[src/rtl/oai_gw_pipe.sv]
// Registered, scan-testable OR-AND-INVERT macro: GROUPS groups of WIDTH inputs,
// an optional C term, an input capture register and an optional output stage.
module oai_gw_pipe #(
   parameter int GROUPS = 2,
   parameter int WIDTH  = 2,
   parameter int USE_C  = 1,
   parameter int STAGES = 1
) (
   input  logic                      CLK,
   input  logic                      RST,
   input  logic                      EN,
   input  logic                      VLD_I,
   input  logic [GROUPS*WIDTH-1:0]   A,
   input  logic                      C,
   input  logic                      SE,
   input  logic                      SI,
   output logic                      ZN,
   output logic                      VLD_O,
   output logic                      SO
);

   localparam int N = GROUPS * WIDTH;

   generate
      if (GROUPS < 1 || GROUPS > 8 || WIDTH < 1 || WIDTH > 8 ||
          (USE_C != 0 && USE_C != 1) ||
          (STAGES != 1 && STAGES != 2)) begin : g_bad_param
         $error("oai_gw_pipe: illegal parameter value");
      end
   endgenerate

   logic [N:0]        ir_q, ir_d;
   logic              vr_q, vr_d;
   logic [GROUPS-1:0] grp_or;
   logic              c_term;
   logic              f_zn;

   // Scan shift has priority over functional capture
   always_comb begin
      ir_d = ir_q;
      vr_d = vr_q;
      if (SE) begin
         ir_d = {ir_q[N-1:0], SI};
         vr_d = 1'b0;
      end else if (EN) begin
         ir_d = {A, C};
         vr_d = VLD_I;
      end
   end

   always_ff @(posedge CLK) begin
      if (RST) begin
         ir_q <= '0;
         vr_q <= 1'b0;
      end else begin
         ir_q <= ir_d;
         vr_q <= vr_d;
      end
   end

   genvar g;
   generate
      for (g = 0; g < GROUPS; g++) begin : g_or
         assign grp_or[g] = |ir_q[g*WIDTH+1 +: WIDTH];
      end
   endgenerate

   assign c_term = (USE_C != 0) ? ir_q[0] : 1'b1;
   assign f_zn   = ~(&grp_or & c_term);
   assign SO     = ir_q[N];

   generate
      if (STAGES == 2) begin : g_out_reg
         logic zr_q, zr_d;
         logic vz_q, vz_d;

         always_comb begin
            zr_d = zr_q;
            vz_d = vz_q;
            if (!SE && EN) begin
               zr_d = f_zn;
               vz_d = vr_q;
            end
         end

         // ZR resets to 1 so ZN matches f(0) whatever the depth
         always_ff @(posedge CLK) begin
            if (RST) begin
               zr_q <= 1'b1;
               vz_q <= 1'b0;
            end else begin
               zr_q <= zr_d;
               vz_q <= vz_d;
            end
         end

         assign ZN    = zr_q;
         assign VLD_O = vz_q;
      end else begin : g_comb_out
         assign ZN    = f_zn;
         assign VLD_O = vr_q;
      end
   endgenerate

endmodule

[config.mk]
export PLATFORM = sky130hd
export DESIGN_NAME = oai_gw_pipe
export DESIGN_NICKNAME = d
export VERILOG_FILES = /design/src/rtl/oai_gw_pipe.sv
export SDC_FILE = /design/constraint.sdc
export NUM_CORES = 1
export LEC_CHECK = 0
export BUFFER_PORTS_ARGS = -buffer_cell sky130_fd_sc_hd__buf_4
export CAP_MARGIN = 20
export CORE_AREA = 2 2 39 41
export CTS_CLUSTER_DIAMETER = 100
export DETAILED_ROUTE_END_ITERATION = 6
export DIE_AREA = 0 0 41 43
export PLACE_DENSITY = 0.55
export SETUP_SLACK_MARGIN = 0.2
export SLEW_MARGIN = 30
export SYNTH_ARGS = -nofsm -noshare
export SYNTH_HDL_FRONTEND = slang
export SYNTH_SLANG_ARGS = --single-unit
[constraint.sdc]
create_clock -name CLK -period 1.9 [get_ports CLK]
set_clock_uncertainty 0.15 [all_clocks]
set_input_delay 0.19 -clock CLK [delete_from_list [all_inputs] [get_ports CLK]]
set_output_delay 0.19 -clock CLK [all_outputs]
set_load 0.05 [all_outputs]
## After elaboration in Yosys (flattened, before gate mapping)

Cells that the tools add are included.
W data, S select, Z words.

| word-level totals | value |
|---|---|
| logic and storage cells | 11 |
| bits in registers | 6 |
| output and inout bits | 3 |
| bits of input ports | 11 |

| operators by class | value |
|---|---|
| mux-type cells | 2 |
| reduce and logical (&&, ||, !) cells | 5 |
| bitwise logic cells | 2 |

Operators with widths:

| kind | count |
|---|---|
| $mux W5 | 2 |
| $reduce_or A2 Y1 | 3 |
| $reduce_and A2 Y1 | 1 |
| $reduce_bool A2 Y1 | 1 |
| $and A1 B1 Y1 | 1 |
| $not A1 Y1 | 1 |

## Depth between registers and ports, before layout

Gate-level depths: netlist of the first run.

| depth | value |
|---|---|
| depth in word-level cells | 4 |
| gate-level depth with buffers | 3 |
| mapped depth without buffers | 2 |

## Least setup slack after synthesis of the first run

Ideal clock, no wire load.

| path | value |
|---|---|
| path kind | register to output |
| start | register ir_q[4] |
| end | output port ZN |
| cell stages (with the launch flop) | 2 |
| slack | 0.190 ns |
| arrival time | 1.370 ns |
| required time | 1.560 ns |
| path buffers | 0 |
| path through | dfxtp_1 -> o221ai_1 |

| on the way | value |
|---|---|
| word-level cells in the longest chain between the ends | 4 |

Ends and longest elaborated chain:

| item | line | text |
|---|---|---|
| start, declared | 32 | `logic [N:0] ir_q, ir_d;` |
| start signal, assigned | 56 | `ir_q <= ir_d;` |
| $reduce_or A2 Y1 | 64 | `assign grp_or[g] = \|ir_q[g*WIDTH+1 +: WIDTH];` |
| $reduce_and A2 Y1 | 69 | `assign f_zn = ~(&grp_or & c_term);` |
| $and A1 B1 Y1 | 69 |  |
| $not A1 Y1 | 69 |  |
| end, declared | 17 | `output logic ZN,` |

No other way between the ends.

## Final worst setup path of the first run

| path | value |
|---|---|
| start | register ir_q[1] |
| end | output port ZN |

Same word-level chain as after synthesis.

==> flow_metrics.py, run 1 <==
metrics = {
    "run_status": {
        "status": "finished clean",
    },
    "yosys": {
        "synth_edf_count": 0,
        "synth_ff_type": "dfxtp_1",
        "ys.warnings.count": 0,
        "synth_top_family_by_area": "multiplexers",
        "syn_area_um2": 279,
        "post_synth_mux_area_share": 0.215,
        "async_reset_ff_frac": 0,
        "synth-xor-area-share": 0,
        "post-synth-top-area-fraction": 0.430,
        "synthDistinctLibCells": 9,
        "synth_area_leaders": "dfxtp_1, mux2i_1, a211oi_1, nor2b_1, buf_6",
        "yosysTopAreaCell": "dfxtp_1",
        "yosys.area_share.simple": 0.135,
        "synthesis.nets": 37,
        "synth_cells": 26,
        "seq_area_frac_synth": 0.430,
        "synth_compound_area_frac": 0.166,
        "synth_seq_cells": 6,
        "synth_common_cells": "dfxtp_1, mux2i_1, a211oi_1",
        "avgSynthCellArea_um2": 10.7,
        "synth_fa_ha_area_frac": 0,
    },
    "critical_path": {
        "cp_max_fo": 3,
        "slowest_stage": "dfxtp_1",
        "worstRegToRegCells": 2,
        "rr_endpoint": "ir_q[2]",
        "slowest_delay_ns": 0.33,
        "required_ns": 1.56,
        "reg2reg_from": "ir_q[1]",
        "cp.arrival_ns": 0.96,
        "reg2reg_setup_slack_ns": 0.93,
        "cp-end-kind": "output port",
        "cp-start-kind": "flop",
        "crit_chain": "o221ai_2 -> buf_4",
        "crit_type": "flop to output port",
    },
    "route": {
        "vias_per_cell": 4.34,
        "drc_errors": 0,
        "routed_wl_um": 617,
        "via_count": 252,
        "first_pass_iters": 1,
        "wl_per_cell_um": 10.6,
        "drtIter0Drc": 0,
        "ant_nets": 0,
    },
    "sta": {
        "worstMarginPinSlew_ns": 0.207,
        "finalCriticalPeriod_ns": 1.30,
        "min_period_over_period": 0.685,
        "rsz0062_at_grt": "false",
        "timing_hold_violations_final": 0,
        "fin_setup_tns_ns": 0,
        "slew_violations": 0,
        "setup_viol": 0,
        "slew_headroom": 0.861,
        "fmax_ghz": 0.768,
    },
    "cts": {
        "cts_setup_buffers": 0,
        "cts_hold_buf": 1,
        "cts.repair.resized": 0,
        "root_buffer": "clkbuf_4",
        "clockBufferDepth": 2,
        "h-tree-depth": 1,
        "cts_made_buffers": 3,
        "cts_tree": "built",
        "cts.clk_slew.worst_paths_ns": 0.05,
        "clk-insertion-delay-late_ns": 0.23,
        "cts_sinks": 6,
    },
    "floorplanning": {
        "dieArea_um2": 1760,
        "initial_core_util": 0.202,
        "dieHeight_um": 43,
        "rows": 14,
        "coreArea_um2": 1380,
        "die_width_um": 41,
        "pin_count": 14,
    },
    "layout": {
        "drive_gt1_frac": 0.405,
        "final_cell_area_um2": 424,
        "n_antenna_cell": 0,
        "nets": 55,
        "area.growth.synth_to_final_pct": 52.0,
    },
    "grt": {
        "overflow": 0,
        "antenna_found_initial": 0,
        "grt_pass1_wl_mm": 1.04,
        "grt_max_degree": 8,
        "track_usage": 0.0925,
        "grt_pass1_vias": 269,
    },
    "worst_hold_path": {
        "worstHoldPathCells": 2,
        "whs_endpoint": "VLD_O",
        "holdCritPathClass": "input pin to flop",
        "hold_path_startpoint": "SE",
    },
    "placed_design": {
        "numPortBuffers": 13,
        "gp_congestion": 0.607,
        "dpl.hpwl_um": 495,
        "post_dp_cell_area_um2": 392,
    },
    "power": {
        "p_per_area_nw_per_um2": 747,
        "vdd_ir_drop_max_mv": 0.210,
        "power_leakage_uw": 0.000191,
    },
    "job": {
        "maxCapViolations": 0,
    },
}
## where the power goes
part           leakage [uW]  switching [uW]  internal, uW
logic              0.000127            27.9          31.6
registers         0.0000497            7.51           135
clock network     0.0000138            43.4          71.3
## worst max-delay path, delay by kind of cell, from the launching register on
kind | cells | cell delay, ns
DFF | 1 | 0.33
buffers and inverters | 1 | 0.22
AOI/OAI and AO/OA | 1 | 0.18
## stage by stage
stage / worst slack, ns / hold WS (ns) / util / cells / power [uW]
after floorplan: 0.514 / 0.113 / - / 26 / 178
after global placement: 0.861 / 0.262 / 0.283 / 54 / 204
after detailed placement: 0.846 / 0.260 / 0.283 / 54 / 204
after CTS: 0.583 / 0.00530 / 0.307 / 58 / 325
after global routing: 0.539 / 0.0194 / 0.307 / 58 / 338
final: 0.599 / 0.0133 / 0.307 / 58 / 317
## flip-flops by register name, indices dropped and copies added, names as in the netlist
register,cells
ir_q,5
VLD_O,1
## final cells by class
| class | count | area [um^2] |
|---|---|---|
| Multi-Input combinational cell | 18 | 150 |
| Clock buffer | 3 | 22.5 |
| Fill cell | 151 | 960 |
| Inverter | 1 | 3.75 |
| Timing Repair Buffer | 14 | 108 |
| Sequential cell | 6 | 120 |
| Tap cell | 16 | 20.0 |
## layout by cell type, fill, tap and decap left out, drive strengths merged
cell and n:
dfxtp 6, mux2i 6, inv 1, buf 13, dlygate4sd3 1, o221ai 1
a211oi 5, nor3 1, clkbuf 3, and2b 1, nor2b 4
## per-layer routing
metal  up-vias  part of all wire  wire, um  track usage
met5         -                 0         0            0
met3         0             0.092        57       0.0314
met2        12              0.41       253        0.116
li1        130                 -         -            -
met4         0                 0         0       0.0800
met1       110              0.50       306        0.119
## worst max-delay path by stage
stage / end / startpoint / slack (ns) / depth (start not counted)
after floorplan: ZN / ir_q[4] / 0.51 / 1
after global routing: ZN / ir_q[1] / 0.54 / 2
after CTS: ZN / ir_q[1] / 0.58 / 2
after global placement: ZN / ir_q[1] / 0.86 / 2
final: ZN / ir_q[1] / 0.60 / 2
after detailed placement: ZN / ir_q[1] / 0.85 / 2
## logic make-up (layout without fill, tap and decap cells)
| logic type | Yosys count | count (layout) |
|---|---|---|
| AOI/OAI and AO/OA | 6 | 6 |
| muxes | 6 | 6 |
| DFF | 6 | 6 |
| buffers and inverters | 2 | 18 |
| and+or+nand+nor | 6 | 6 |
(Power assumes the default switching activity.)
==> run 2, diff against run 1 <==
==> constraint.sdc (replaced) <==
create_clock -name CLK -period 1.33 [get_ports CLK]
set_clock_uncertainty 0.15 [all_clocks]
set_input_delay 0.133 -clock CLK [delete_from_list [all_inputs] [get_ports CLK]]
set_output_delay 0.133 -clock CLK [all_outputs]
set_load 0.05 [all_outputs]
==> run 2 against run 1 <==
Compared with the run above:
- combinational power is 57% higher
- sequential share of layout area shrank 1.2 points
- flip-flop and latch count is the same
- via count increased by 3.2%
- die area unchanged
- critical path depth did not move
- critical path type unchanged
==> flow_metrics.py, run 2 (same netlist as run 1, synthesis figures left out) <==
metrics = {
    "floorplanning": {
        "initial_core_util": 0.202,
        "coreArea_um2": 1380,
        "pin_count": 14,
        "dieArea_um2": 1760,
        "rows": 14,
        "dieHeight_um": 43,
        "die_width_um": 41,
    },
    "placed_design": {
        "dpl.hpwl_um": 518,
        "numPortBuffers": 13,
        "gp_congestion": 0.649,
    },
    "cts": {
        "root_buffer": "clkbuf_4",
        "h-tree-depth": 1,
        "cts_sinks": 6,
        "cts_made_buffers": 3,
        "cts.clk_slew.worst_paths_ns": 0.05,
        "clk-insertion-delay-late_ns": 0.24,
        "cts_tree": "built",
        "clockBufferDepth": 2,
    },
    "layout": {
        "largest_register_ffs": 5,
        "drive_gt1_frac": 0.500,
        "area.growth.synth_to_final_pct": 65.5,
        "nets": 57,
        "n_antenna_cell": 0,
        "mostFrequentLayoutCells": "buf_4, mux2i_1, a211oi_1, nor2b_1, dfxtp_2",
        "final_common_cell": "buf_4",
        "largest_register": "ir_q",
    },
    "grt": {
        "grtUsageMet1": 0.120,
        "grt_pass1_wl_mm": 1.08,
        "met3_usage": 0.0314,
        "grt_pass1_vias": 258,
        "antenna_found_initial": 0,
        "overflow": 0,
        "track_usage": 0.0936,
        "busiest_layer": "met1",
        "use_met2": 0.119,
        "grt_max_degree": 8,
    },
    "sta": {
        "slew_violations": 0,
        "worstMarginPinSlew_ns": 0.182,
        "whs_ns": 0.0411,
        "rsz0062_at_grt": "true",
        "finalCriticalPeriod_ns": 1.22,
        "timing_hold_violations_final": 0,
        "fin_setup_tns_ns": 0,
        "fmax_ghz": 0.819,
        "min_period_over_period": 0.918,
        "setup_viol": 0,
        "slew_headroom": 0.878,
    },
    "route": {
        "routed_wl_um": 650,
        "drtIter0Drc": 2,
        "first_pass_iters": 2,
        "vias_per_cell": 4.33,
        "drc_errors": 0,
        "wl_per_cell_um": 10.8,
        "ant_nets": 0,
        "via_count": 260,
    },
    "power": {
        "power_leakage_uw": 0.000209,
        "switchingPower_uw": 119,
        "vdd_ir_drop_max_mv": 0.276,
        "p_sw_frac": 0.256,
        "comb_power_share": 0.200,
        "power.internal_uw": 348,
        "p_clk_frac": 0.353,
        "power_frac_seq": 0.446,
        "p_per_area_nw_per_um2": 1010,
    },
    "critical_path": {
        "cp-end-kind": "output port",
        "reg2reg_setup_slack_ns": 0.29,
        "required_ns": 1.05,
        "cp_max_fo": 2,
        "cp-start-kind": "flop",
        "cp.arrival_ns": 0.94,
        "crit_type": "flop to output port",
    },
    "worst_hold_path": {
        "holdCritPathClass": "input pin to flop",
    },
    "job": {
        "maxCapViolations": 0,
    },
    "run_status": {
        "status": "finished clean",
    },
}
## run 2: cell types whose count changed in the layout (fill, tap and decap cells not counted)
cell           delta
buf_6             +1
dfxtp_1           -4
dfxtp_2           +4
dlygate4sd3_1     +1
o221ai_2          -1
o221ai_4          +1
## run 2: worst max-delay path, cell delays in order (launching register included)
cell	delay (ns)
dfxtp_2	0.33
o221ai_4	0.19
buf_6	0.18
## run 2: per-stage QoR
stage / setup slack [ns] / utilization / power [uW] / cell area [um^2] / std cells
3_5_place_dp: 0.300 / 0.292 / 296 / 404 / 54
4_1_cts: 0.0932 / 0.334 / 475 / 462 / 60
2_1_floorplan: 0.253 / - / 259 / 298 / 26
5_1_grt: 0.0736 / 0.334 / 496 / 462 / 60
6_report: 0.109 / 0.334 / 467 / 462 / 60
3_3_place_gp: 0.323 / 0.292 / 297 / 404 / 54
## run 2: repair_timing
item	CTS	global route
cloned	0	0
hold buffers	2	0
buffers inserted	1	0
setup endpoints to repair	1	1
endpoints found under the hold margin	6	0
resized for setup	4	0
pin swaps	0	0
## run 2: cell type report
| cell class | count | area, um^2 |
|---|---|---|
| Sequential cell | 6 | 125 |
| Multi-Input combinational cell | 18 | 161 |
| Clock buffer | 3 | 22.5 |
| Inverter | 1 | 3.75 |
| Fill cell | 151 | 922 |
| Tap cell | 16 | 20.0 |
| Timing Repair Buffer | 16 | 129 |
## run 2: worst paths after layout
kind,startpoint,to,depth (start not counted)
max,ir_q[1],ZN,2
min,VLD_I,VLD_O,3
max reg2reg,ir_q[1],ir_q[2],3
min reg2reg,VLD_O,VLD_O,2
## run 2: power by group through the flow
stage / Sequential (uW) / Combinational [uW] / Clock [uW]
floorplan: 220 / 39.3 / 0
global placement: 211 / 86.3 / 0
detailed placement: 211 / 84.8 / 0
CTS: 209 / 94.1 / 171
global route: 211 / 101 / 184
finish: 209 / 93.6 / 165
## run 2: routing by layer
metal,up-vias,share of wire
li1,132,-
met1,115,0.46
met4,0,0.0062
met2,11,0.44
met3,2,0.095
met5,-,0
